File: src/rtl/alu_interface_pkg.sv
// -----------------------------------------------------------------------------
// alu_interface_pkg
// Shared definitions for the UART <-> ALU glue block: default widths of the
// ALU operands, result and opcode, the serial byte width, and the sequencing
// FSM state encoding.
// -----------------------------------------------------------------------------
package alu_interface_pkg;

  localparam int CANT_BUS_ENTRADA_DEF = 6;  // ALU operand width
  localparam int CANT_BUS_SALIDA_DEF  = 6;  // ALU result width
  localparam int CANT_BITS_OPCODE_DEF = 4;  // ALU opcode width
  localparam int WIDTH_WORD_DEF       = 8;  // UART byte width

  // Sequencing FSM: three received bytes (op1, op2, opcode), then one
  // result byte sent back through the transmitter.
  typedef enum logic [2:0] {
    ESPERA_OP1    = 3'd0,
    ESPERA_OP2    = 3'd1,
    ESPERA_OPCODE = 3'd2,
    ENVIO         = 3'd3,
    ESPERA_TX     = 3'd4
  } state_t;

endpackage

File: src/rtl/alu_interface_if.sv
// -----------------------------------------------------------------------------
// alu_interface_if
// Bundles the UART rx/tx handshake and the ALU operand/result bus seen by
// alu_interface.
//   slave  : view of alu_interface (consumes rx/tx/result, drives ALU + tx)
//   master : view of the surrounding top (UARTs, ALU, or a testbench)
// Signals:
//   i_rx_data   received byte, valid while i_rx_done=1
//   i_rx_done   one-cycle pulse, new byte available
//   i_tx_done   one-cycle pulse, transmitter finished the byte
//   i_resultado signed ALU result (combinational from the ALU)
//   o_operando_1/o_operando_2  signed ALU operands
//   o_opcode    ALU opcode
//   o_tx_data   byte to transmitter
//   o_tx_start  one-cycle pulse, start transmission
//   o_busy      high while a result is being sent
//   o_overrun   sticky, a received byte was dropped
// -----------------------------------------------------------------------------
interface alu_interface_if
  import alu_interface_pkg::*;
#(
  parameter int CANT_BUS_ENTRADA = CANT_BUS_ENTRADA_DEF,
  parameter int CANT_BUS_SALIDA  = CANT_BUS_SALIDA_DEF,
  parameter int CANT_BITS_OPCODE = CANT_BITS_OPCODE_DEF,
  parameter int WIDTH_WORD       = WIDTH_WORD_DEF
);

  logic        [WIDTH_WORD-1:0]       i_rx_data;
  logic                               i_rx_done;
  logic                               i_tx_done;
  logic signed [CANT_BUS_SALIDA-1:0]  i_resultado;
  logic signed [CANT_BUS_ENTRADA-1:0] o_operando_1;
  logic signed [CANT_BUS_ENTRADA-1:0] o_operando_2;
  logic        [CANT_BITS_OPCODE-1:0] o_opcode;
  logic        [WIDTH_WORD-1:0]       o_tx_data;
  logic                               o_tx_start;
  logic                               o_busy;
  logic                               o_overrun;

  modport slave (
    input  i_rx_data, i_rx_done, i_tx_done, i_resultado,
    output o_operando_1, o_operando_2, o_opcode,
           o_tx_data, o_tx_start, o_busy, o_overrun
  );

  modport master (
    output i_rx_data, i_rx_done, i_tx_done, i_resultado,
    input  o_operando_1, o_operando_2, o_opcode,
           o_tx_data, o_tx_start, o_busy, o_overrun
  );

endinterface

File: src/rtl/alu_interface.sv
// -----------------------------------------------------------------------------
// alu_interface
// Collects operand 1, operand 2 and opcode from three consecutive UART bytes,
// presents them to an external ALU, then sends the sign-extended ALU result
// back as one UART byte. Bytes arriving while a result is in flight are
// dropped and flagged on the sticky o_overrun.
// Ports:
//   i_clock  system clock, rising edge
//   i_reset  synchronous, active-high reset
//   bus      alu_interface_if.slave (rx/tx handshake and ALU bus)
// Timing: opcode byte accepted in cycle N -> o_tx_start high in cycle N+2.
// -----------------------------------------------------------------------------
module alu_interface
  import alu_interface_pkg::*;
#(
  parameter int CANT_BUS_ENTRADA = CANT_BUS_ENTRADA_DEF,
  parameter int CANT_BUS_SALIDA  = CANT_BUS_SALIDA_DEF,
  parameter int CANT_BITS_OPCODE = CANT_BITS_OPCODE_DEF,
  parameter int WIDTH_WORD       = WIDTH_WORD_DEF
) (
  input  logic            i_clock,
  input  logic            i_reset,
  alu_interface_if.slave  bus
);

  state_t state, state_next;

  logic load_op1, load_op2, load_opcode, send, drop;

  logic signed [CANT_BUS_ENTRADA-1:0] operando_1_q, operando_2_q;
  logic        [CANT_BITS_OPCODE-1:0] opcode_q;
  logic        [WIDTH_WORD-1:0]       tx_data_q;
  logic                               tx_start_q, overrun_q;
  logic signed [WIDTH_WORD-1:0]       result_ext;

  // Size cast of a signed operand sign-extends it.
  assign result_ext = WIDTH_WORD'(bus.i_resultado);

  // NOTE: sequential state uses non-blocking (<=) so every register samples
  // the pre-edge values, independent of process ordering.
  always_ff @(posedge i_clock) begin
    if (i_reset) state <= ESPERA_OP1;
    else         state <= state_next;
  end

  // NOTE: every output of this block gets a default first, so no path can
  // leave a variable unassigned and infer a latch.
  always_comb begin
    state_next  = state;
    load_op1    = 1'b0;
    load_op2    = 1'b0;
    load_opcode = 1'b0;
    send        = 1'b0;
    drop        = 1'b0;
    unique case (state)
      ESPERA_OP1: if (bus.i_rx_done) begin
        load_op1   = 1'b1;
        state_next = ESPERA_OP2;
      end
      ESPERA_OP2: if (bus.i_rx_done) begin
        load_op2   = 1'b1;
        state_next = ESPERA_OPCODE;
      end
      ESPERA_OPCODE: if (bus.i_rx_done) begin
        load_opcode = 1'b1;
        state_next  = ENVIO;
      end
      ENVIO: begin
        // i_tx_done here belongs to no transfer of ours and is ignored.
        send       = 1'b1;
        drop       = bus.i_rx_done;
        state_next = ESPERA_TX;
      end
      ESPERA_TX: begin
        drop = bus.i_rx_done;
        if (bus.i_tx_done) state_next = ESPERA_OP1;
      end
      default: state_next = ESPERA_OP1;  // unreachable encodings recover
    endcase
  end

  always_ff @(posedge i_clock) begin
    if (i_reset) begin
      operando_1_q <= '0;
      operando_2_q <= '0;
      opcode_q     <= '0;
      tx_data_q    <= '0;
      tx_start_q   <= 1'b0;
      overrun_q    <= 1'b0;
    end else begin
      tx_start_q <= send;  // ENVIO lasts one cycle, so this is a single pulse
      if (load_op1)    operando_1_q <= bus.i_rx_data[CANT_BUS_ENTRADA-1:0];
      if (load_op2)    operando_2_q <= bus.i_rx_data[CANT_BUS_ENTRADA-1:0];
      if (load_opcode) opcode_q     <= bus.i_rx_data[CANT_BITS_OPCODE-1:0];
      if (send)        tx_data_q    <= result_ext;
      if (drop)        overrun_q    <= 1'b1;
    end
  end

  assign bus.o_operando_1 = operando_1_q;
  assign bus.o_operando_2 = operando_2_q;
  assign bus.o_opcode     = opcode_q;
  assign bus.o_tx_data    = tx_data_q;
  assign bus.o_tx_start   = tx_start_q;
  assign bus.o_overrun    = overrun_q;
  assign bus.o_busy       = (state == ENVIO) || (state == ESPERA_TX);

endmodule
File: src/flat_wrapper.sv
// flat-port wrapper written by rule: the top's interface ports become plain ports
module alu_interface_flat import alu_interface_pkg::*;
#(
  parameter int CANT_BUS_ENTRADA = CANT_BUS_ENTRADA_DEF,
  parameter int CANT_BUS_SALIDA  = CANT_BUS_SALIDA_DEF,
  parameter int CANT_BITS_OPCODE = CANT_BITS_OPCODE_DEF,
  parameter int WIDTH_WORD       = WIDTH_WORD_DEF
)
  (i_clock, i_reset, bus_i_rx_data, bus_i_rx_done, bus_i_tx_done, bus_i_resultado, bus_o_operando_1, bus_o_operando_2, bus_o_opcode, bus_o_tx_data, bus_o_tx_start, bus_o_busy, bus_o_overrun);
  alu_interface_if #(.CANT_BUS_ENTRADA(CANT_BUS_ENTRADA), .CANT_BUS_SALIDA(CANT_BUS_SALIDA), .CANT_BITS_OPCODE(CANT_BITS_OPCODE), .WIDTH_WORD(WIDTH_WORD)) bus_i ();
  input  logic i_clock;
  input  logic i_reset;
  input wire logic [$bits(bus_i.i_rx_data)-1:0] bus_i_rx_data;
  input wire logic [$bits(bus_i.i_rx_done)-1:0] bus_i_rx_done;
  input wire logic [$bits(bus_i.i_tx_done)-1:0] bus_i_tx_done;
  input wire logic [$bits(bus_i.i_resultado)-1:0] bus_i_resultado;
  output wire logic [$bits(bus_i.o_operando_1)-1:0] bus_o_operando_1;
  output wire logic [$bits(bus_i.o_operando_2)-1:0] bus_o_operando_2;
  output wire logic [$bits(bus_i.o_opcode)-1:0] bus_o_opcode;
  output wire logic [$bits(bus_i.o_tx_data)-1:0] bus_o_tx_data;
  output wire logic [$bits(bus_i.o_tx_start)-1:0] bus_o_tx_start;
  output wire logic [$bits(bus_i.o_busy)-1:0] bus_o_busy;
  output wire logic [$bits(bus_i.o_overrun)-1:0] bus_o_overrun;
  assign bus_i.i_rx_data = bus_i_rx_data;
  assign bus_i.i_rx_done = bus_i_rx_done;
  assign bus_i.i_tx_done = bus_i_tx_done;
  assign bus_i.i_resultado = bus_i_resultado;
  assign bus_o_operando_1 = bus_i.o_operando_1;
  assign bus_o_operando_2 = bus_i.o_operando_2;
  assign bus_o_opcode = bus_i.o_opcode;
  assign bus_o_tx_data = bus_i.o_tx_data;
  assign bus_o_tx_start = bus_i.o_tx_start;
  assign bus_o_busy = bus_i.o_busy;
  assign bus_o_overrun = bus_i.o_overrun;
  alu_interface #(.CANT_BUS_ENTRADA(CANT_BUS_ENTRADA), .CANT_BUS_SALIDA(CANT_BUS_SALIDA), .CANT_BITS_OPCODE(CANT_BITS_OPCODE), .WIDTH_WORD(WIDTH_WORD)) u_core (.i_clock(i_clock), .i_reset(i_reset), .bus(bus_i));
endmodule
File: config.mk
export PLATFORM = sky130hd
export DESIGN_NAME = alu_interface_flat
export DESIGN_NICKNAME = d
export VERILOG_FILES = /design/src/rtl/alu_interface_pkg.sv /design/src/rtl/alu_interface_if.sv /design/src/rtl/alu_interface.sv /design/src/flat_wrapper.sv
export SDC_FILE = /design/constraint.sdc
export NUM_CORES = 1
export LEC_CHECK = 0
export BUFFER_PORTS_ARGS = -buffer_cell sky130_fd_sc_hd__buf_4
export CAP_MARGIN = 25
export CORE_ASPECT_RATIO = 1.4
export CORE_MARGIN = 10
export CORE_UTILIZATION = 49
export CTS_CLUSTER_DIAMETER = 60
export DETAILED_ROUTE_END_ITERATION = 6
export PLACE_DENSITY = 0.82
export SETUP_SLACK_MARGIN = 0.4
export SLEW_MARGIN = 20
export SYNTH_ARGS = -nofsm -noshare
export SYNTH_HDL_FRONTEND = slang
export SYNTH_SLANG_ARGS = --single-unit
File: constraint.sdc
create_clock -name i_clock -period 2.5 [get_ports i_clock]
set_clock_uncertainty 0.1 [all_clocks]
set_input_delay 0.5 -clock i_clock [delete_from_list [all_inputs] [get_ports i_clock]]
set_output_delay 0.5 -clock i_clock [all_outputs]
set_load 0.03 [all_outputs]
==> impl_metrics.csv <==
group,metric,value,unit
power,power_density,555,mW/mm^2
timing,fin_crit_sh,0.797,
die,die_h,74.6,um
timing,fin_setup_tns,0,ns
worst_setup_path,crit_path_end_kind,"primary output",
final_layout,nets,161,
timing,min_period,1.99,ns
die,placementRows,19,
worst_setup_path,cp.required,1.90,ns
global_routing,grt_pass1_vias,849,
yosys,ys_seq_elements,27,
clocking,clk_latency,0.34,ns
die,pin_count,45,
placed_design,routabilityCongestion,0.663,
yosys,yosysMostFrequentCell,"dfxtp_1",
yosys,yosys.area.top_type_share,0.517,
final_layout,syn2layout_area_growth,34.7,%
status,status,"complete, no violations",
power,ir_drop,0.511,mV
routing,wl_per_cell,15.8,um
worst_setup_path,crit_arrival,1.39,ns
timing,slew_headroom,0.601,
worst_setup_path,start_kind,"flip-flop",
yosys,synthTopCellsByArea,"dfxtp_1 (52%), mux2i_1 (21%), nor2_1 (8.6%)",
clocking,cts_sinks,27,
clocking,htree_levels,1,
clocking,cts_hold_buf,0,
yosys,yosysSeqAreaShare,0.517,
final_layout,final_area,0.00141,mm^2
yosys,synth_fp_nets,120,
die,die-area,0.00441,mm^2
timing,final.hold.worst_slack,0.281,ns
yosys,synth-edff-count,0,
worst_setup_path,critPathMaxFanout,8,
final_layout,stdcell_count,163,
routing,drc,0,
yosys,synth_compound_area_frac,0.0299,
routing,final_antenna_net_count,0,
yosys,synth_mux_area_frac,0.211,
clocking,cts.reportedPaths.clkPinSlew,0.14,ns
global_routing,antenna_found_initial,0,
yosys,synthXorXnorAreaFrac,0,
yosys,synthSimpleGateAreaFrac,0.171,
global_routing,grt_usage,0.121,
routing,drtIter0Drc,12,
yosys,synth_area,0.00104,mm^2
hold_path,min_path_type,"input port to flip-flop",
power,p_leak,0.675,nW
yosys,synthAdderAreaFrac,0,
clocking,cts_buffer_depth,2,
global_routing,grt_max_degree,29,
global_routing,grt_pass1_wl,4040,um
final_layout,final_core_util,0.705,
placed_design,place_inst,157,
timing,rsz0062_at_grt,"false",
yosys,synthTopCellsByCount,"dfxtp_1 (27), nor2_1 (24), mux2i_1 (22)",
timing,fmax,0.502,GHz
die,core-area,0.00200,mm^2
yosys,synth_top_family_by_area,"multiplexers",
yosys,synth.distinct_cells,19,
placed_design,io_buffers,42,
clocking,cts_buffers,3,
yosys,synth_area_leader_cell,"dfxtp_1",
timing,final_hold_viol_count,0,
routing,wl,2570,um
yosys,ys_async_sr_fraction,0,
final_layout,num_antenna_cells,0,
yosys,synthCells,102,
timing,drv_slew,0,
worst_setup_path,critPathKind,"flip-flop to primary output",
routing,via_per_inst,5.02,
clocking,cts_tree,"done",
timing,finalSetupViolations,0,
yosys,avgSynthCellArea,10.2,um^2
global_routing,gr-total-overflow,0,
routing,vias,818,
placed_design,dpl.hpwl,2000,um
clocking,root_buffer,"clkbuf_4",
die,initial_core_util,0.523,
yosys,synth_warnings,0,
routing,drtPass1Iterations,4,
timing,tightest_slew,0.596,ns
die,die_x,59.0,um
flow_run,drv_cap,0,
final_layout,drive_gt1_frac,0.394,
yosys,ys.flop_type,"dfxtp_1",
placed_design,place_area,0.00135,mm^2
routing by layer:
metal | vias up | track usage | wire length [um] | part of all wire
met4 | 0 | 0.0767 | 59 | 0.023
met2 | 21 | 0.211 | 1430 | 0.56
li1 | 414 | - | - | -
met3 | 5 | 0.0354 | 147 | 0.057
met5 | - | 0 | 0 | 0
met1 | 378 | 0.122 | 934 | 0.36
flip-flops by register name, indices dropped and copies added (netlist names):
| register | cells |
|---|---|
| u_core.bus.o_tx_start | 1 |
| u_core.bus.o_overrun | 1 |
| u_core.bus.o_tx_data | 6 |
| u_core.bus.o_opcode | 4 |
| u_core.state | 3 |
| u_core.bus.o_operando_2 | 6 |
| u_core.bus.o_operando_1 | 6 |
cells in the final DEF, fill, tap and decap left out:
master / count
inv_1: 3
nor3_1: 1
nor4bb_2: 1
nand3b_1: 3
nand2b_1: 1
nor4b_4: 1
nand2_1: 1
o22ai_1: 1
nor3b_1: 1
clkbuf_4: 3
a21boi_2: 1
nor4bb_1: 1
buf_4: 46
a21oi_1: 2
dfxtp_1: 24
buf_6: 1
nor2_1: 24
dfxtp_2: 2
dfxtp_4: 1
a211oi_1: 1
clkbuf_1: 1
mux2i_1: 22
stage by stage:
step                setup WS, ns  total power (W)
floorplan                  0.811         0.000543
global placement           0.669         0.000592
detailed placement         0.623         0.000597
CTS                        0.410         0.000785
global route               0.447         0.000812
finish                     0.508         0.000782
worst paths after layout:
path | startpoint | endpoint | slack [ns] | cells after the start
setup reg to reg | u_core.state[2] | u_core.bus.o_operando_1[3] | 0.88 | 4
setup / recovery | u_core.state[2] | bus_o_busy | 0.51 | 5
hold / removal | bus_i_resultado[5] | u_core.bus.o_tx_data[5] | 0.28 | 3
hold reg to reg | u_core.bus.o_overrun | u_core.bus.o_overrun | 0.39 | 2
critical path, stage by stage (launching register included):
cell and delay (ns):
dfxtp_4 0.40, nand3b_1 0.17, buf_6 0.13, a21boi_2 0.15, inv_1 0.05, buf_4 0.15
where the power goes:
group	total [W]	internal [W]	switching, W
clock network	0.000195	0.0000629	0.000133
registers	0.000458	0.000446	0.0000125
logic	0.000128	0.0000598	0.0000686
total	0.000782	0.000568	0.000214
timing repair:
action	CTS	global route
pin swaps	0	0
endpoints found under the hold margin	0	0
buffers inserted	0	2
gates cloned	0	0
gates resized for setup	5	1
endpoints found under the setup margin	1	1
final cells by class:
| type | count | area (um^2) |
|---|---|---|
| clock buffers | 4 | 26.3 |
| fillers | 160 | 589 |
| inverters | 3 | 11.3 |
| multi-input cells | 61 | 440 |
| flip-flops and latches | 27 | 547 |
| well taps | 21 | 26.3 |
| repair buffers | 47 | 357 |
cell families (layout without fill, tap and decap cells):
| logic type | after synthesis | after routing |
|---|---|---|
| AND/OR/NAND/NOR | 34 | 34 |
| flip-flops | 27 | 27 |
| multiplexers | 22 | 22 |
| buffers and inverters | 14 | 54 |
| AO/OA/AOI/OAI | 5 | 5 |
Power figures use the tool's default switching activity.
